===== config.mk =====
export PLATFORM = sky130hd
export DESIGN_NAME = pe_array_ctrl
export DESIGN_NICKNAME = d
export VERILOG_FILES = /design/src/rtl/pe_array_ctrl.sv
export SDC_FILE = /design/constraint.sdc
export NUM_CORES = 1
export LEC_CHECK = 0
export BUFFER_PORTS_ARGS = -buffer_cell sky130_fd_sc_hd__buf_2
export CAP_MARGIN = 15
export CORE_AREA = 2 2 163 117
export CTS_CLUSTER_DIAMETER = 200
export DETAILED_ROUTE_END_ITERATION = 6
export DIE_AREA = 0 0 165 119
export GPL_TIMING_DRIVEN = 0
export PLACE_DENSITY = 0.82
export REMOVE_ABC_BUFFERS = 1
export SETUP_SLACK_MARGIN = 0.05
export SYNTH_ARGS = -nofsm -noshare
export SYNTH_HDL_FRONTEND = slang
export SYNTH_SLANG_ARGS = --single-unit

===== constraint.sdc =====
create_clock -name i_clk -period 5.4 [get_ports i_clk]
set_input_delay 1.08 -clock i_clk [delete_from_list [all_inputs] [get_ports i_clk]]
set_output_delay 1.08 -clock i_clk [all_outputs]
set_load 0.005 [all_outputs]

===== src/rtl/pe_array_ctrl.sv =====
// pe_array_ctrl: command sequencer for the systolic alignment array.
// Accepts one command (B segment, A address and A length). It streams A from
// the base memory one base per cycle with a one-cycle prefetch, drains the
// wavefront through the last PE, and then reports completion or abort.
module pe_array_ctrl #(
  parameter int NUM_PE = 64,
  parameter int LEN_W  = 16,
  parameter int AW     = 16
) (
  input  logic                  i_clk,
  input  logic                  i_rst_n,
  input  logic                  i_cmd_valid,
  output logic                  o_cmd_ready,
  input  logic [2*NUM_PE-1:0]   i_cmd_B,
  input  logic [AW-1:0]         i_cmd_A_addr,
  input  logic [LEN_W-1:0]      i_cmd_A_len,
  input  logic                  i_abort,
  output logic                  o_mem_rd,
  output logic [AW-1:0]         o_mem_addr,
  input  logic [1:0]            i_mem_data,
  output logic                  o_pe_start,
  output logic                  o_pe_stop,
  output logic [2*NUM_PE-1:0]   o_pe_B,
  output logic [1:0]            o_pe_A,
  output logic                  o_busy,
  output logic                  o_done,
  output logic                  o_aborted
);

  localparam int CW = (NUM_PE > 1) ? $clog2(NUM_PE) : 1;

  typedef enum logic [2:0] {
    S_IDLE, S_PREF, S_RUN, S_DRAIN, S_ABORT, S_FIN
  } state_t;

  state_t               state_q, state_d;
  logic [2*NUM_PE-1:0]  b_q, b_d;
  logic [AW-1:0]        addr_q, addr_d;     // address of the next A base to read
  logic [LEN_W-1:0]     len_q, len_d;
  logic [LEN_W-1:0]     k_q, k_d;           // index of the A base presented this cycle
  logic [CW-1:0]        cnt_q, cnt_d;       // drain cycles remaining
  logic                 aborted_q, aborted_d;

  // State and datapath registers.
  // NOTE: sequential state uses non-blocking assignments only, so every
  // register samples the same pre-edge values regardless of statement order.
  always_ff @(posedge i_clk or negedge i_rst_n) begin
    if (!i_rst_n) begin
      state_q   <= S_IDLE;
      b_q       <= '0;
      addr_q    <= '0;
      len_q     <= '0;
      k_q       <= '0;
      cnt_q     <= '0;
      aborted_q <= 1'b0;
    end else begin
      state_q   <= state_d;
      b_q       <= b_d;
      addr_q    <= addr_d;
      len_q     <= len_d;
      k_q       <= k_d;
      cnt_q     <= cnt_d;
      aborted_q <= aborted_d;
    end
  end

  // Next-state, memory read requests and array controls.
  // NOTE: every signal written here gets a default first; otherwise a path
  // that skips an assignment would infer a latch.
  always_comb begin
    state_d     = state_q;
    b_d         = b_q;
    addr_d      = addr_q;
    len_d       = len_q;
    k_d         = k_q;
    cnt_d       = cnt_q;
    aborted_d   = aborted_q;
    o_cmd_ready = 1'b0;
    o_mem_rd    = 1'b0;
    o_mem_addr  = '0;
    o_pe_start  = 1'b0;
    o_pe_stop   = 1'b0;
    o_pe_A      = 2'b00;
    o_done      = 1'b0;
    o_aborted   = 1'b0;

    unique case (state_q)
      S_IDLE: begin
        o_cmd_ready = 1'b1;
        if (i_cmd_valid) begin
          b_d       = i_cmd_B;
          len_d     = i_cmd_A_len;
          aborted_d = 1'b0;
          if (i_cmd_A_len == '0) begin
            state_d = S_FIN;
          end else begin
            // Prefetch base 0 so it is on i_mem_data during the start cycle.
            o_mem_rd   = 1'b1;
            o_mem_addr = i_cmd_A_addr;
            addr_d     = i_cmd_A_addr + AW'(1);
            state_d    = S_PREF;
          end
        end
      end

      S_PREF: begin
        o_pe_start = 1'b1;
        o_pe_A     = i_mem_data;
        k_d        = LEN_W'(1);
        if (len_q > LEN_W'(1)) begin
          o_mem_rd   = 1'b1;
          o_mem_addr = addr_q;
          addr_d     = addr_q + AW'(1);
        end
        if (i_abort) begin
          state_d = S_ABORT;
        end else if (len_q == LEN_W'(1)) begin
          cnt_d   = CW'(NUM_PE - 1);
          state_d = S_DRAIN;
        end else begin
          state_d = S_RUN;
        end
      end

      S_RUN: begin
        o_pe_A = i_mem_data;
        k_d    = k_q + LEN_W'(1);
        if (k_q < len_q - LEN_W'(1)) begin
          o_mem_rd   = 1'b1;
          o_mem_addr = addr_q;
          addr_d     = addr_q + AW'(1);
        end
        if (i_abort) begin
          state_d = S_ABORT;
        end else if (k_q == len_q - LEN_W'(1)) begin
          cnt_d   = CW'(NUM_PE - 1);
          state_d = S_DRAIN;
        end
      end

      S_DRAIN: begin
        // A natural stop takes priority over an abort sampled in the same cycle.
        if (cnt_q == '0) begin
          o_pe_stop = 1'b1;
          state_d   = S_FIN;
        end else begin
          cnt_d = cnt_q - CW'(1);
          if (i_abort) state_d = S_ABORT;
        end
      end

      S_ABORT: begin
        o_pe_stop = 1'b1;
        aborted_d = 1'b1;
        state_d   = S_FIN;
      end

      S_FIN: begin
        o_done    = 1'b1;
        o_aborted = aborted_q;
        state_d   = S_IDLE;
      end

      default: state_d = S_IDLE;
    endcase
  end

  assign o_pe_B = b_q;
  assign o_busy = (state_q != S_IDLE);

endmodule

==> impl_results.md, run 1 <==
* Final hold viol count at 0
* Period utilization at 0.948
* Area Growth Syn to Fin at 26.2%
* Met2 wire len at 11,200 um
* Max Clk Rate at approximately 200 MHz
* Top_reg_cell synth: dfrtp_1
* Drt pass-1 iters at 6
* Rel. slew slack at 0.264
* Starting density of the core at 0.507
* Status: completed
* Root buf cell: clkbuf_16
* Die Area at 0.0196 mm^2
* Number of synthesized flops with an enable pin at 0
* Avg Vias per Cell at about 5.6
* Grt ovf at 0
* Hold WS at 0.494 ns
* Final slew viol count at 0
* Fill count at 1,467
* Syn avg cell area at between 10 and 15 um^2
* DR top layer: met4
* Startpoint types: register
* Setup repair after global routing missed its margin: false
* Worst skew pair latency at 0.43 ns
* Core Rows at 42
* P_leak at 5.52 nW
* Crit path required time at 4.32 ns
* Drt total wl at 23,200 um
* CTS Sinks at 186
* Width of the chip at 165 um
* Largest net degree at the start of global routing at 109
* Final setup viols at 0
* Mapped Cells at 797
* Power Total at roughly 6.7 mW
* Endpoint class of the critical path: output port
* Min-Delay Path Class: register to register
* Chip Height at 119 um
* Storage element area at between 0.004 and 0.005 mm^2
* Met1 wire length at 9810 um
* Final Skew at 0.0133 ns
* WP data arrival at 4.04 ns
* Initial antenna violation count at 0
* Crit path kind: register to output port
* Final ANT Viol Nets at 0
* CTS tree: yes
* Vias in the first global route at 7,328
* Final worst setup slack at 0.283 ns
* Critical path cell sequence: nor4_4, nand2_1, nor4_1, xnor2_1, ha_1, a21oi_1, o21a_1, o21ai_1, o31ai_4, buf_8, nor2_2, inv_2, buf_2
* Worst VDD drop at 0.000297 V
* Share of layout cells above drive strength 1 at 0.475
* Via count at 7,607
* Max clock buf depth at 2
* DRC Markers at 0
* Post-synthesis cell type count at 74
* Final Wtd Congestion at 0.883
* DR WL met3 at 1820 um
* Tmin final at 5.12 ns
* Post-synthesis register bit count at 186
* Seq/Total Area, Yosys at 0.501
* Fin nets at 1,284
* Ys Warns at 0
* Commonest non-fill, non-tap cell in the layout: buf_2
* Hold_buf cts at 0
* Mapped Area at 0.00929 mm^2
* Power per cell area at between 500 and 600 mW/mm^2
* H-tree level count at 4
* Cell area after placement at between 0.01 and 0.015 mm^2
* WL/cell at 17.2 um
* I/O Pins at 319
* Finished Cell Area at 0.0117 mm^2
* Post-Place Setup Slack at 0.641 ns
* GR Util All Layers at 0.236
* Initial DRC Count at 574
* Final Core Density at 0.639
* Area occupied by multi-input gates at 0.00435 mm^2
* Worst-path fanout max at 19
* CTS Buf Count at 17
* Worst path max stage delay at about 0.65 ns
* Critical path's slowest cell: o31ai_4
* Fraction of registers with async set/reset at 1.00
* Core region area at 0.0183 mm^2
* First-pass GRT wire length at 36,700 um
* Port Buffers at about 320
* Worst Tran Pin Value at between 1 and 1.5 ns
* Clock-pin slew on the worst setup and hold paths at 0.07 ns
* Final HPWL from detailed placement at 17,200 um
* Commonest non-fill, non-tap cells in the layout: buf_2, dfrtp_1, mux2_2, nand2_1, o21ai_0
* Max-cap check violation count at 0
## Yosys cell counts (6+ instances only)
cell	number	area [um^2]
dfrtp_1	186	4650
mux2_2	145	1630
nand2_1	45	169
o21ai_0	42	210
nor2_1	29	109
inv_1	26	97.6
ha_1	22	275
buf_2	21	105
a21oi_1	20	100
a22o_1	20	175
nor3_1	20	100
nand4_1	19	119
clkbuf_1	15	56.3
and3_1	13	81.3
nand3_1	13	65.1
a31oi_1	11	68.8
nor4_1	11	68.8
xnor2_1	11	96.3
a22oi_1	7	52.6
mux2i_1	7	70.1
o221ai_1	6	52.6
o31ai_1	6	45.0
## state kept, by name, summed over array words and instances (netlist names)
signal and count:
state_q 3, k_q 16, addr_q 16, o_pe_B 128, aborted_q 1, cnt_q 6, len_q 16
## worst max-delay path, delay by kind of cell, from the launching register on
family | cells | cell delay (ns)
AND/OR/NAND/NOR | 4 | 0.95
XOR/XNOR | 1 | 0.16
adder cells (fa/ha/maj) | 1 | 0.27
buffers and inverters | 3 | 0.69
flip-flops | 1 | 0.45
AO/OA/AOI/OAI | 4 | 1.06
## layout make-up
cell class                 count  share of cell area
sequential                   186               0.397
multi-input combinational    540               0.371
tap                          242              0.0258
clock inverter                15              0.0153
inverter                      28             0.00939
clock buffer                  17              0.0363
timing repair buffer         323               0.145
antenna                        1            0.000213
## cells by family after synthesis
group / after synthesis / share of synthesized area
flip-flops: 186 / 0.501
AND/OR/NAND/NOR: 184 / 0.106
AO/OA/AOI/OAI: 164 / 0.127
multiplexers: 153 / 0.184
buffers and inverters: 71 / 0.0357
adder cells (fa/ha/maj): 22 / 0.0296
XOR/XNOR: 17 / 0.0168
## final timing paths
path / from / to / slack [ns] / cells after the start
hold / removal: aborted_q / aborted_q / 0.49 / 2
setup reg to reg: state_q[2] / addr_q[6] / 1.23 / 10
min in group asynchronous: i_rst_n / o_pe_B[69] / 0.61 / 1
setup / recovery: len_q[5] / o_mem_rd / 0.28 / 13
hold reg to reg: aborted_q / aborted_q / 0.49 / 2
max in group asynchronous: i_rst_n / len_q[2] / 3.84 / 2
## timing repair
item / CTS / global route
buffers inserted: 0 / 0
gates resized for setup: 0 / 3
endpoints found under the setup margin: 0 / 1
## power by group
| part | switching, mW | internal (mW) |
|---|---|---|
| Clock | 0.608 | 0.666 |
| Combinational | 1.38 | 1.51 |
| Sequential | 0.472 | 2.04 |
## layer usage
metal | track usage | up-vias
li1 | - | 3561
met1 | 0.313 | 3688
met2 | 0.377 | 327
met3 | 0.0655 | 31
met4 | 0.0728 | 0
met5 | 0 | -
## stage by stage
| step | instances | TNS (ns) |
|---|---|---|
| 6_report | 1352 | 0 |
| 5_1_grt | 1351 | 0 |
| 4_1_cts | 1351 | 0 |
| 3_5_place_dp | 1319 | 0 |
| 3_3_place_gp | 1314 | -269.31 |
| 2_1_floorplan | 754 | -39.49 |
No activity file was read; power rests on OpenSTA's default activity.
==> run 2: changes to the inputs <==
MAX_ROUTING_LAYER = met4   (was not set)
==> run 2 against run 1 <==
Design area unchanged. Flip-flop and latch count unchanged. Cell count unchanged. Global-route usage increased by 0.71 points. Critical path depth stayed put. Maximum frequency hardly changed. Count of clock-buffer cells in the layout is the same. Clock power about the same. Highest routed layer unchanged. Sequential share of layout area is the same. Combinational power barely moved. Non-clock buffer count is the same. Largest power group unchanged. Sequential power barely moved.
==> impl_results.md, run 2 (synthesis results as in run 1) <==
* Status: completed
* Area occupied by multi-input gates at 0.00435 mm^2 (unchanged)
* GR Util All Layers at 0.243 (+0.00714)
* First-pass GRT wire length at 36,700 um (about the same)
* DRC Markers at 0 (unchanged)
* Power Total at 6.67 mW (about the same)
* Worst skew pair latency at 0.43 ns (about the same)
* Storage element area at 0.00465 mm^2 (unchanged)
* Final ANT Viol Nets at 0 (unchanged)
* Grt ovf at 0 (unchanged)
* CTS Sinks at 186 (unchanged)
* Max-cap check violation count at 0 (unchanged)
* Max Clk Rate at 196 MHz (about the same)
* Period utilization at 0.947 (about the same)
* Crit path required time at 4.32 ns (about the same)
* Max reg flops at 128 (unchanged)
* Width of the chip at 165 um (unchanged)
* Initial antenna violation count at 0 (unchanged)
* Min-Delay Path Class: register to register
* Final Core Density at 0.639 (unchanged)
* Worst-path fanout max at 19 (unchanged)
* Worst Tran Pin Value at 1.09 ns (-0.0129 ns)
* Post-Place Setup Slack at 0.641 ns (unchanged)
* Area Growth Syn to Fin at 26.2% (unchanged)
* Starting density of the core at 0.507 (unchanged)
* Port Buffers at 318 (unchanged)
* Commonest non-fill, non-tap cells in the layout: buf_2, dfrtp_1, mux2_2, nand2_1, o21ai_0
* Power per cell area at 569 mW/mm^2 (about the same)
* Drt pass-1 iters at 5 (-1)
* CTS tree: yes
* Root buf cell: clkbuf_16
* Avg Vias per Cell at 5.62 (about the same)
* Clock-pin slew on the worst setup and hold paths at 0.07 ns (about the same)
* I/O Pins at 319 (unchanged)
* Final setup viols at 0 (unchanged)
* P_leak at 5.52 nW (unchanged)
* Max clock buf depth at 2 (unchanged)
* Largest net degree at the start of global routing at 109 (unchanged)
* Setup repair after global routing missed its margin: false
* Vias in the first global route at 7,334 (+0.082%)
* Core Rows at 42 (unchanged)
* Startpoint types: register
* Setup bufs post-CTS at 0 (unchanged)
* Rel. slew slack at 0.273 (+0.00860)
* CTS Buf Count at 17 (unchanged)
* Final slew viol count at 0 (unchanged)
* Worst VDD drop at 0.000298 V (+0.29%)
* Final hold viol count at 0 (unchanged)
* Die Area at 0.0196 mm^2 (unchanged)
* WP data arrival at 4.03 ns (about the same)
* Initial DRC Count at 562 (-2.1%)
* TNS Setup at 0 ns (unchanged)
* Final HPWL from detailed placement at 17,200 um (unchanged)
* H-tree level count at 4 (unchanged)
* Fin nets at 1,284 (unchanged)
* Endpoint class of the critical path: output port
* Final Wtd Congestion at 0.898 (+1.7%)
* Crit path kind: register to output port
* Core region area at 0.0183 mm^2 (unchanged)
* Final Skew at 0.0139 ns (+0.000596 ns)
* Via count at 7,600 (-0.092%)
* Cell area after placement at 0.0111 mm^2 (unchanged)
* Chip Height at 119 um (unchanged)
* Final worst setup slack at 0.287 ns (+0.00428 ns)
* Drt total wl at 23,300 um (+0.40%)
* Commonest non-fill, non-tap cell in the layout: buf_2
* Finished Cell Area at 0.0117 mm^2 (unchanged)
* Fill count at 1,467 (unchanged)
* Tmin final at 5.11 ns (-0.00428 ns)
* Share of layout cells above drive strength 1 at 0.475 (unchanged)
* WL/cell at 17.3 um (+0.40%)
## run 2: cell counts in the layout (fill, tap and decap cells not counted)
Identical to the previous run, type by type.
## run 2: critical path, cell delays in order, from the launching register on
cell,delay [ns]
dfrtp_1,0.45
nor4_4,0.43
nand2_1,0.17
nor4_1,0.26
xnor2_1,0.16
ha_1,0.27
a21oi_1,0.15
o21a_1,0.16
o21ai_1,0.10
o31ai_4,0.65
buf_8,0.25
nor2_2,0.10
inv_2,0.27
buf_2,0.18
## run 2: final cells by class
type / instances / share of cell area
Timing Repair Buffer: 323 / 0.145
Inverter: 28 / 0.00939
Antenna cell: 1 / 0.000213
Multi-Input combinational cell: 540 / 0.371
Clock buffer: 17 / 0.0363
Clock inverter: 15 / 0.0153
Tap cell: 242 / 0.0258
Sequential cell: 186 / 0.397
## run 2: worst paths after layout
| path | endpoint | from | slack, ns | cells after the start |
|---|---|---|---|---|
| worst min register to register | aborted_q | aborted_q | 0.49 | 2 |
| max in group asynchronous | len_q[2] | i_rst_n | 3.84 | 2 |
| worst min-delay path | aborted_q | aborted_q | 0.49 | 2 |
| worst max-delay path | o_mem_rd | len_q[5] | 0.29 | 13 |
| min in group asynchronous | o_pe_B[77] | i_rst_n | 0.61 | 1 |
| worst max register to register | addr_q[6] | state_q[2] | 1.19 | 10 |
## run 2: metal layers
metal / track usage / part of all wire
met1: 0.319 / 0.43
met2: 0.378 / 0.48
met3: 0.0571 / 0.073
met4: 0.0728 / 0.016
met5: - / 0
## run 2: stage by stage
step           hold WS [ns]  cells
5_1_grt               0.511   1351
3_3_place_gp          0.452   1314
2_1_floorplan         0.437    754
3_5_place_dp          0.482   1319
4_1_cts               0.502   1351
6_report              0.494   1352
## run 2: report_power, final
group / total, mW / internal (mW) / switching [mW]
clock network: 1.27 / 0.666 / 0.608
registers: 2.51 / 2.04 / 0.470
logic: 2.89 / 1.51 / 1.38
total: 6.67 / 4.21 / 2.46
## run 2: repair_timing
item                                    CTS  global route
hold endpoints to repair                  0             0
hold buffers                              0             0
gates resized for setup                   0             3
endpoints found under the setup margin    0             1
==> run 3: changes to the inputs <==
PLACE_DENSITY = 0.8   (was 0.82)
==> run 3 against run 2 <==
First-iteration DRC count is 4.8% lower. Wire length is 0.41% lower. Sequential share of layout area hardly changed. Critical path type unchanged. Cell count hardly changed. Highest routed layer unchanged. Worst setup slack better by 0.095 ns.
==> impl_results.md, run 3 (synthesis results as in run 1) <==
* Endpoint class of the critical path: output port
* Share of layout cells above drive strength 1 at 0.475 (about the same)
* Finished Cell Area at 0.0117 mm^2 (about the same)
* Critical path cell sequence: nor4_4, nand2_1, nor4_1, xnor2_1, ha_1, a21oi_1, o21a_1, o21ai_1, o31ai_4, nor2_2, inv_2, buf_2
* Drt total wl at 23,200 um (-0.41%)
* GR Util All Layers at 0.242 (-0.00149)
* Tmin final at 5.02 ns (-0.0955 ns)
* I/O Pins at 319 (unchanged)
* Critical path's slowest cell: o31ai_4
* Post-cts gate resize count at 0 (unchanged)
* Crit path kind: register to output port
* Hold_buf cts at 0 (unchanged)
* Area Growth Syn to Fin at 26.1% (about the same)
* Drt pass-1 iters at 5 (unchanged)
* Worst Tran Pin Value at 1.04 ns (-0.0546 ns)
* Final setup viols at 0 (unchanged)
* Cell depth of the worst hold path at 2 (unchanged)
* Avg Vias per Cell at 5.57 (-0.86%)
* Commonest non-fill, non-tap cells in the layout: buf_2, dfrtp_1, mux2_2, nand2_1, o21ai_0
* Final hold viol count at 0 (unchanged)
* Fin nets at 1,284 (unchanged)
* Worst skew pair latency at 0.43 ns (about the same)
* TNS Setup at 0 ns (unchanged)
* Via count at 7,529 (-0.93%)
* Final Core Density at 0.639 (about the same)
* Crit path required time at 4.32 ns (about the same)
* Setup repair after global routing missed its margin: false
* Worst Reg2Reg Path Length in Cells at 10 (unchanged)
* Power Total at 6.63 mW (-0.66%)
* Cell area after placement at 0.0111 mm^2 (+0.21%)
* Chip Height at 119 um (unchanged)
* DR top layer: met4
* Core Rows at 42 (unchanged)
* Vias in the first global route at 7,299 (-0.48%)
* Min-Delay Path Class: register to register
* Max Clk Rate at 199 MHz (+1.9%)
* CTS Sinks at 186 (unchanged)
* CTS tree: yes
* Max clock buf depth at 2 (unchanged)
* Final slew viol count at 0 (unchanged)
* Final ANT Viol Nets at 0 (unchanged)
* Met2 wire len at 11,400 um (+1.2%)
* Rel. slew slack at 0.308 (+0.0355)
* Post-Place Setup Slack at 0.746 ns (+0.105 ns)
* CTS Buf Count at 17 (unchanged)
* Final HPWL from detailed placement at 17,200 um (about the same)
* Core region area at 0.0183 mm^2 (unchanged)
* Commonest non-fill, non-tap cell in the layout: buf_2
* Root buf cell: clkbuf_16
* Setup bufs post-CTS at 0 (unchanged)
* WP data arrival at 3.94 ns (-0.09 ns)
* Status: completed
* Starting density of the core at 0.507 (unchanged)
* H-tree level count at 4 (unchanged)
* Startpoint types: register
* Worst path max stage delay at 0.62 ns (-0.03 ns)
* P_leak at 5.52 nW (-0.14%)
* Max-cap check violation count at 0 (unchanged)
* Grt ovf at 0 (unchanged)
* First-pass GRT wire length at 36,600 um (-0.34%)
* WL/cell at 17.2 um (-0.33%)
* Largest net degree at the start of global routing at 111 (+1.8%)
* Met1 wire length at 9960 um (+0.26%)
* Worst-path fanout max at 13 (-6)
* Die Area at 0.0196 mm^2 (unchanged)
* Final Wtd Congestion at 0.835 (-7.0%)
* Period utilization at 0.929 (-0.0177)
* Port Buffers at 318 (unchanged)
* R2r setup slk at 1.16 ns (-0.03 ns)
* Power per cell area at 566 mW/mm^2 (-0.62%)
* Width of the chip at 165 um (unchanged)
* DR WL met3 at 1630 um (-4.1%)
* Clock-pin slew on the worst setup and hold paths at 0.08 ns (about the same)
* Final Skew at 0.0126 ns (-0.00132 ns)
* Final worst setup slack at 0.383 ns (+0.0955 ns)
* Worst VDD drop at 0.000446 V (+50%)
* Max reg flops at 128 (unchanged)
* Initial antenna violation count at 1 (+1)
* Initial DRC Count at 535 (-4.8%)
* DRC Markers at 0 (unchanged)
run 3: critical path, delay by kind of cell, from the launching register on:
kind / cells / cell delay (ns)
flip-flops: 1 / 0.45
XOR/XNOR: 1 / 0.17
adder cells (fa/ha/maj): 1 / 0.28
AND/OR/NAND/NOR: 4 / 1.03
buffers and inverters: 2 / 0.50
AO/OA/AOI/OAI: 4 / 1.07
run 3: worst paths after layout:
path	start	to
worst min register to register	aborted_q	aborted_q
min in group asynchronous	i_rst_n	o_pe_B[75]
max in group asynchronous	i_rst_n	o_pe_B[89]
worst min-delay path	aborted_q	aborted_q
worst max register to register	state_q[2]	addr_q[6]
worst max-delay path	len_q[5]	o_mem_rd
run 3: final cells by class:
type                       instances  area, um^2
antenna                            1        2.50
clock buffer                      17         425
clock inverter                    14         151
fill                            1438        6620
inverter                          28         110
multi-input combinational        540        4350
sequential                       186        4650
tap                              242         303
timing repair buffer             323        1730
run 3: routing by layer:
metal,track usage,vias up
li1,-,3570
met1,0.311,3659
met2,0.393,286
met3,0.0554,14
met4,0.0533,0
met5,-,-
run 3: metrics by stage:
stage          std cells  hold WS (ns)
3_5_place_dp        1319         0.463
5_1_grt             1351         0.496
4_1_cts             1350         0.482
6_report            1351         0.481
2_1_floorplan        754         0.437
3_3_place_gp        1314         0.457
run 3: report_power, final:
group | switching, mW | total [mW] | internal, mW
registers | 0.466 | 2.51 | 2.04
logic | 1.38 | 2.91 | 1.53
clock network | 0.597 | 1.22 | 0.618
